<file path="src/rtl/riscv_mem_pkg.sv">
// Shared types and helpers for the byte-wide memory arbiter.
// Holds the FSM state enum, funct3 codes, IO window base and load helpers.
package riscv_mem_pkg;

  typedef enum logic [1:0] {
    IDLE,
    RD,
    WR
  } mem_state_e;

  localparam logic [2:0] F3_B  = 3'b000;
  localparam logic [2:0] F3_H  = 3'b001;
  localparam logic [2:0] F3_W  = 3'b010;
  localparam logic [2:0] F3_BU = 3'b100;
  localparam logic [2:0] F3_HU = 3'b101;

  localparam logic [31:0] IO_BASE = 32'h0003_0000;

  function automatic logic [2:0] mem_len(input logic [1:0] sz);
    case (sz)
      2'b00:   mem_len = 3'd1;
      2'b01:   mem_len = 3'd2;
      default: mem_len = 3'd4;
    endcase
  endfunction

  function automatic logic [31:0] load_ext(
    input logic [31:0] w,
    input logic [2:0]  f3
  );
    case (f3)
      F3_B:    load_ext = {{24{w[7]}}, w[7:0]};
      F3_H:    load_ext = {{16{w[15]}}, w[15:0]};
      F3_BU:   load_ext = {24'h0, w[7:0]};
      F3_HU:   load_ext = {16'h0, w[15:0]};
      default: load_ext = w;
    endcase
  endfunction

endpackage

</file>
<file path="src/rtl/mem_arbiter.sv">
// Byte-wide RAM port arbiter between instruction fetch and the LSB.
// Splits accesses into byte cycles, assembles reads, stalls IO writes.
module mem_arbiter
  import riscv_mem_pkg::*;
(
  input  logic        clk,
  input  logic        rst,
  input  logic        rdy,
  input  logic        rollback_config,
  input  logic        if_req,
  input  logic [31:0] if_addr,
  output logic        if_done,
  output logic [31:0] if_inst,
  input  logic        lsb_req,
  input  logic        lsb_ls,
  input  logic [31:0] lsb_addr,
  input  logic [31:0] lsb_data,
  input  logic [2:0]  lsb_precise,
  output logic        lsb_done,
  output logic [31:0] lsb_rdata,
  input  logic [7:0]  mem_din,
  output logic [7:0]  mem_dout,
  output logic [31:0] mem_a,
  output logic        mem_wr,
  input  logic        io_buffer_full
);

  mem_state_e  state;
  logic [2:0]  cnt;
  logic [2:0]  len;
  logic [2:0]  nxt;
  logic [2:0]  f3;
  logic        own_lsb;
  logic        last_lsb;
  logic        wr_q;
  logic [31:0] base;
  logic [31:0] wdata;
  logic [31:0] rbuf;
  logic [31:0] word;
  logic        io_stall;
  logic        pick_lsb;
  logic        grant;

  assign nxt = cnt + 3'd1;

  assign io_stall = (mem_a[17:16] == IO_BASE[17:16]) && io_buffer_full;
  assign mem_wr   = wr_q && rdy && !io_stall;

  // A requester still sees its done pulse, so it must not be re-granted.
  assign pick_lsb = lsb_req && (!if_req || !last_lsb);
  assign grant    = (if_req || lsb_req) && !if_done && !lsb_done
                    && !rollback_config;

  // Byte cnt-1 arrives on mem_din while cnt counts issued addresses.
  always_comb begin
    word = rbuf;
    case (cnt)
      3'd1:    word[7:0]   = mem_din;
      3'd2:    word[15:8]  = mem_din;
      3'd3:    word[23:16] = mem_din;
      3'd4:    word[31:24] = mem_din;
      default: word        = rbuf;
    endcase
  end

  always_ff @(posedge clk) begin
    if (rst) begin
      state     <= IDLE;
      cnt       <= 3'd0;
      len       <= 3'd0;
      f3        <= 3'd0;
      own_lsb   <= 1'b0;
      last_lsb  <= 1'b0;
      wr_q      <= 1'b0;
      base      <= 32'h0;
      wdata     <= 32'h0;
      rbuf      <= 32'h0;
      mem_a     <= 32'h0;
      mem_dout  <= 8'h0;
      if_done   <= 1'b0;
      lsb_done  <= 1'b0;
      if_inst   <= 32'h0;
      lsb_rdata <= 32'h0;
    end else if (rdy) begin
      if_done  <= 1'b0;
      lsb_done <= 1'b0;
      unique case (state)
        IDLE: begin
          if (grant) begin
            last_lsb <= pick_lsb;
            own_lsb  <= pick_lsb;
            cnt      <= 3'd0;
            rbuf     <= 32'h0;
            if (pick_lsb) begin
              base  <= lsb_addr;
              mem_a <= lsb_addr;
              f3    <= lsb_precise;
              len   <= mem_len(lsb_precise[1:0]);
              if (lsb_ls) begin
                state <= RD;
              end else begin
                state    <= WR;
                wr_q     <= 1'b1;
                wdata    <= lsb_data;
                mem_dout <= lsb_data[7:0];
              end
            end else begin
              base  <= if_addr;
              mem_a <= if_addr;
              f3    <= F3_W;
              len   <= 3'd4;
              state <= RD;
            end
          end
        end
        RD: begin
          if (rollback_config) begin
            state <= IDLE;
            cnt   <= 3'd0;
          end else begin
            rbuf <= word;
            cnt  <= nxt;
            if (cnt == len) begin
              state <= IDLE;
              cnt   <= 3'd0;
              if (own_lsb) begin
                lsb_done  <= 1'b1;
                lsb_rdata <= load_ext(word, f3);
              end else begin
                if_done <= 1'b1;
                if_inst <= word;
              end
            end else if (nxt < len) begin
              mem_a <= base + {29'h0, nxt};
            end
          end
        end
        WR: begin
          if (!io_stall) begin
            if (cnt == len - 3'd1) begin
              state    <= IDLE;
              cnt      <= 3'd0;
              wr_q     <= 1'b0;
              lsb_done <= 1'b1;
            end else begin
              cnt      <= nxt;
              mem_a    <= base + {29'h0, nxt};
              mem_dout <= wdata[{nxt[1:0], 3'b000} +: 8];
            end
          end
        end
        default: state <= IDLE;
      endcase
    end
  end

endmodule

</file>
<file path="config.mk">
export PLATFORM = sky130hd
export DESIGN_NAME = mem_arbiter
export DESIGN_NICKNAME = d
export VERILOG_FILES = /design/src/rtl/riscv_mem_pkg.sv /design/src/rtl/mem_arbiter.sv
export SDC_FILE = /design/constraint.sdc
export NUM_CORES = 1
export LEC_CHECK = 0
export ABC_AREA = 1
export CAP_MARGIN = 20
export CORE_ASPECT_RATIO = 1.4
export CORE_UTILIZATION = 52
export DETAILED_ROUTE_END_ITERATION = 8
export HOLD_SLACK_MARGIN = 0.08
export PLACE_DENSITY = 0.89
export SLEW_MARGIN = 20
export SYNTH_ARGS = -nofsm -noshare
export SYNTH_HDL_FRONTEND = slang
export SYNTH_SLANG_ARGS = --single-unit
</file>
<file path="constraint.sdc">
create_clock -name clk -period 3.5 [get_ports clk]
set_clock_uncertainty 0.05 [all_clocks]
set_input_delay 0.35 -clock clk [delete_from_list [all_inputs] [get_ports clk]]
set_output_delay 0.35 -clock clk [all_outputs]
set_load 0.03 [all_outputs]
</file>
==> impl_metrics.ini, run 1 <==
[timing]
period_share = 0.861
worst_pin_slew_ns = 1.01
rsz0062_at_grt = false
slew_headroom = 0.327
fin_setup_tns_ns = 0
hold_viol = 0
timing.fmax_mhz = 332
period_needed_ns = 3.01
setup_viol = 0
final_max_slew_viol_count = 0

[final_layout]
nFillCells = 1663
layout-drive-gt1-share = 0.0448
finalNonFillerCells = 1971
area_growth_pct = 26.9
final_area_um2 = 13600
layout.nets = 1837

[power]
p_leak_nw = 5.46
powerDensity_nw_per_um2 = 622
total_power_mw = 8.43
ir_worst_vdd_mv = 0.342

[grt]
grt_pass1_wl_mm = 51.5
grt_max_degree = 80
antenna_found_initial = 1
grt_overflow = 0
grt_pass1_vias = 10400
grt_usage = 0.312

[clocking]
clk_latency_ns = 0.50
hold_buffers = 0
cts_buffers = 21
tritoncts = built
clockBufferDepth = 3
cts.clk_slew.worst_paths_ns = 0.07
cts.sinks = 215
cts-root-buf = clkbuf_16
post-cts-setup-buffers = 0
cts_max_level = 1
cts_resized = 0

[logic_synthesis]
synth_ff_type = dfxtp_1
synth.avg_cell_area_um2 = 6.96
ys_seq_area_frac = 0.403
syn_nets = 1666
synth_seq_cells = 215
async_flop_share = 0
yosysWarnings = 0
netlist_area_um2 = 10700
synth_top_area_frac = 0.403
ys_types = 40
synthCells = 1534
synth_edf_count = 0
synth_area_leaders = dfxtp_1 (40%), nand2_1 (11%), a21oi_1 (9.4%), o21ai_0 (5.8%), inv_1 (5.7%)
synth_top_cell_by_area = dfxtp_1

[flow_run]
cap_violations = 0

[drt]
drtPass1Iterations = 5
viasPerCell = 5.60
ant_nets = 0
avgRoutedWirePerCell_um = 16.9
drc = 0
vias = 11000
wirelength_mm = 33.3
drt_iter0_markers = 830

[floorplanning]
boundaryPins = 222
die_x_um = 123
row_count = 61
core_area_um2 = 20000
die_h_um = 172
start_util = 0.534
dieArea_um2 = 21100

[placed_design]
dp.cells = 1933
port_buffers = 221
place_area_um2 = 12900
dp_hpwl_mm = 23.6
routabilityCongestion = 1.04

[critical_path]
endpoint_kind = flop
cp.required_ns = 3.89
crit_path_start_kind = flop
critPathBufInv = 3
critPathSlowestCell = fa_1
cp_data_arrival_time_ns = 3.40
crit_chain = inv_1, ha_1, clkinv_1, fa_1, inv_1, nand3_1, nand2_1, nand3_1, or2_2, a21oi_1, nor3_1, nor2_1
critPathMaxStageDelay_ns = 0.46
crit_fanout = 9
worstSetupPathType = flop to flop
cp_top_family = simple AND/OR/NAND/NOR gates

[status]
outcome = complete, no violations

[min_path]
hold_class = input pin to flop
==> final cells by class <==
type	count	area, um^2	share of cell area
Multi-Input combinational cell	1057	5280	0.390
Sequential cell	215	4300	0.318
Timing Repair Buffer	240	2360	0.175
Inverter	170	639	0.0472
Clock buffer	30	609	0.0450
Tap cell	252	315	0.0233
Clock inverter	6	36.3	0.00268
Antenna cell	1	2.50	0.000185
==> through the flow <==
stage                     hold WS [ns]  setup slack (ns)   util
after detailed placement         0.385             0.552  0.644
after global routing             0.378             0.249  0.678
final                            0.344             0.488  0.678
after floorplan                  0.371             0.382      -
after global placement           0.379             0.671  0.644
after CTS                        0.345             0.533  0.676
==> synthesized netlist by cell type (all sizes together) (5+ instances only) <==
| master | number |
|---|---|
| a211oi | 42 |
| a21oi | 201 |
| buf | 42 |
| clkbuf | 50 |
| dfxtp | 215 |
| ha | 16 |
| inv | 166 |
| mux2i | 27 |
| nand2 | 320 |
| nand3 | 105 |
| nand3b | 5 |
| nor2 | 143 |
| o21ai | 154 |
| o21bai | 16 |
| or2 | 7 |
| xor2 | 6 |
==> report_power, final <==
part	leakage, nW	switching (mW)	total [mW]	internal (mW)
Combinational	3.40	2.10	3.20	1.10
Sequential	1.75	0.232	3.05	2.82
Clock	0.319	0.968	2.18	1.21
Total	5.46	3.29	8.43	5.14
==> routing by layer <==
metal  vias to the layer above  GRT usage  part of all wire
met3                       121     0.0421             0.063
met1                      5024      0.338              0.36
met4                         0      0.206             0.066
met2                       508      0.561              0.51
li1                       5375          -                 -
met5                         -          0                 0
==> path summary, 6_finish.rpt <==
check	end	startpoint	slack, ns	depth (start not counted)
setup / recovery	mem_a[10]$_SDFFE_PP0P_	cnt[1]$_SDFFE_PP0P_	0.49	12
hold / removal	if_inst[8]$_SDFFE_PP0P_	rst	0.34	2
setup reg to reg	mem_a[10]$_SDFFE_PP0P_	cnt[1]$_SDFFE_PP0P_	0.49	12
hold reg to reg	wdata[16]$_SDFFE_PP0P_	wdata[16]$_SDFFE_PP0P_	0.40	2
==> layout by cell type, fill, tap and decap left out, types with 2 or more instances in the layout <==
| cell type | synthesis | layout |
|---|---|---|
| a211oi_1 | 42 | 42 |
| a21oi_1 | 201 | 201 |
| a311oi_1 | 4 | 4 |
| buf_4 | 7 | 19 |
| clkbuf_1 | 50 | 4 |
| clkbuf_16 | 0 | 21 |
| clkbuf_8 | 0 | 5 |
| clkdlybuf4s50_1 | 0 | 220 |
| clkinv_1 | 4 | 4 |
| clkinv_2 | 0 | 5 |
| dfxtp_1 | 215 | 215 |
| ha_1 | 16 | 16 |
| inv_1 | 163 | 162 |
| inv_2 | 3 | 3 |
| mux2i_1 | 27 | 27 |
| nand2_1 | 315 | 315 |
| nand2_2 | 4 | 4 |
| nand3_1 | 102 | 102 |
| nand3_2 | 2 | 2 |
| nand3b_1 | 4 | 4 |
| nand4_1 | 3 | 3 |
| nor2_1 | 140 | 139 |
| nor2_2 | 2 | 2 |
| nor2_4 | 1 | 2 |
| nor3_1 | 3 | 3 |
| o21ai_0 | 123 | 123 |
| o21ai_1 | 29 | 29 |
| o21ai_2 | 2 | 2 |
| o21bai_1 | 16 | 16 |
| or2_2 | 4 | 5 |
| xor2_1 | 6 | 6 |
==> state kept, by name, summed over array words and instances, names as in the netlist, 2 cells and up <==
name       count
rbuf          32
base          32
if_inst       32
mem_dout       8
cnt            3
lsb_rdata     32
mem_a         32
state          2
wdata         32
f3             3
len            3
==> logic make-up (layout without fill, tap and decap cells) <==
group	count (synthesis)	count (layout)	share of synthesized area
xor gates and xnor gates	7	7	0.00574
DFF	215	215	0.403
AOI/OAI and AO/OA	419	419	0.212
muxes	27	27	0.0253
other	0	1	0
adders and majority gates	17	17	0.0206
buffers and inverters	262	446	0.104
and+or+nand+nor	587	587	0.229
No activity file was read; power rests on OpenSTA's default activity.
==> run 2: changes to the inputs <==
--- a/config.mk
+++ b/config.mk
@@ -12,6 +12,7 @@
 export DETAILED_ROUTE_END_ITERATION = 8
 export HOLD_SLACK_MARGIN = 0.08
 export PLACE_DENSITY = 0.89
+export REMOVE_ABC_BUFFERS = 1
 export SLEW_MARGIN = 20
 export SYNTH_ARGS = -nofsm -noshare
 export SYNTH_HDL_FRONTEND = slang
==> impl_metrics.ini, run 2 (synthesized netlist as in run 1, its figures left out) <==
[status]
outcome = complete, no violations

[timing]
final_max_slew_viol_count = 0
rsz0062_at_grt = false
slew_headroom = 0.367
timing.fmax_mhz = 324
fin_setup_tns_ns = 0
hold_viol = 0
worst_pin_slew_ns = 0.950
period_needed_ns = 3.08
setup_viol = 0
period_share = 0.881
timing.hold.ws_ns = 0.291

[clocking]
tritoncts = built
post-cts-setup-buffers = 0
cts_resized = 0
hold_buffers = 0
cts.clk_slew.worst_paths_ns = 0.06
cts.sinks = 215
cts_buffers = 21
clk_latency_ns = 0.50
clockBufferDepth = 3
cts-root-buf = clkbuf_16
cts_max_level = 1

[final_layout]
finalNonFillerCells = 1967
layout.nets = 1836
layout-drive-gt1-share = 0.0426
area_growth_pct = 26.8
final_cell_mix = nand2_1 (315), clkdlybuf4s50_1 (220), dfxtp_1 (215)
antenna_cells = 0
mostFrequentLayoutCell = nand2_1

[floorplanning]
core_area_um2 = 20000
dieArea_um2 = 21100
start_util = 0.534
boundaryPins = 222
die_h_um = 172
die_x_um = 123
row_count = 61

[critical_path]
crit_path_start_kind = flop
cp_data_arrival_time_ns = 3.46
crit_fanout = 9
worstRegToRegCells = 15
crit_end = mem_a[16]$_SDFFE_PP0P_
r2r_start = cnt[0]$_SDFFE_PP0P_
r2r_end = mem_a[16]$_SDFFE_PP0P_
worst-r2r-setup-slack_ns = 0.42
cp-startpoint = cnt[0]$_SDFFE_PP0P_
worstSetupPathType = flop to flop
cp.required_ns = 3.87
endpoint_kind = flop

[power]
total_power_mw = 8.36
p_leak_nw = 5.45
powerDensity_nw_per_um2 = 617
ir_worst_vdd_mv = 0.442

[grt]
grt_pass1_wl_mm = 49.7
antenna_found_initial = 0
grt_max_degree = 88
grt_usage = 0.294
grt_overflow = 0
grt_pass1_vias = 10600

[placed_design]
port_buffers = 221
dp.cells = 1933
routabilityCongestion = 1.03
dp_hpwl_mm = 21.7

[min_path]
hold_path_depth = 2
hold_class = input pin to flop

[drt]
avgRoutedWirePerCell_um = 16.0
viasPerCell = 5.59
ant_nets = 0
vias = 11000
drtPass1Iterations = 7
drc = 0
wirelength_mm = 31.4
drt_iter0_markers = 977

[flow_run]
cap_violations = 0
[run 2: final cells by class]
class                           count  area (um^2)
Clock buffer                       32          627
Clock inverter                      2         16.3
Fill cell                        1661         6460
Inverter                          170          638
Multi-Input combinational cell   1057         5280
Sequential cell                   215         4300
Tap cell                          252          315
Timing Repair Buffer              239         2360
[run 2: worst min-delay path by stage]
stage	startpoint	end	slack [ns]
4_1_cts	rst	if_inst[6]$_SDFFE_PP0P_	0.29
2_1_floorplan	rst	base[19]$_SDFFE_PP0P_	0.37
5_1_grt	rst	base[9]$_SDFFE_PP0P_	0.32
3_5_place_dp	wdata[15]$_SDFFE_PP0P_	wdata[15]$_SDFFE_PP0P_	0.38
3_3_place_gp	wdata[9]$_SDFFE_PP0P_	wdata[9]$_SDFFE_PP0P_	0.38
6_report	rst	if_inst[6]$_SDFFE_PP0P_	0.29
[run 2: critical path: stages, from the launching register on]
cell      delay, ns
dfxtp_1        0.48
clkinv_1       0.15
ha_1           0.33
clkinv_1       0.30
fa_1           0.49
inv_1          0.09
nand3_1        0.07
nand2_1        0.24
inv_1          0.07
nor2_1         0.27
nand2_1        0.10
nand2_1        0.07
nand3_1        0.06
nand2_1        0.08
nand2_1        0.05
a21oi_1        0.12
[run 2: power by group]
part | total (mW) | internal (mW) | switching [mW] | leakage [nW]
combinational | 3.13 | 1.09 | 2.03 | 3.39
clock | 2.17 | 1.23 | 0.939 | 0.312
sequential | 3.07 | 2.82 | 0.244 | 1.75
total | 8.36 | 5.14 | 3.21 | 5.45
[run 2: metal layers]
layer  share of wire  up-vias  global-route usage
met5               0        -                   0
met4           0.047        0               0.164
met3           0.067      107              0.0401
met2            0.51      510               0.532
met1            0.38     4994               0.327
li1                -     5379                   -
[run 2: per-stage QoR]
step	worst slack (ns)	utilization	instance area, um^2
2_1_floorplan	-0.892	-	10200
3_3_place_gp	0.598	0.645	12900
3_5_place_dp	0.507	0.645	12900
4_1_cts	0.446	0.677	13500
5_1_grt	0.0719	0.677	13500
6_report	0.416	0.677	13500
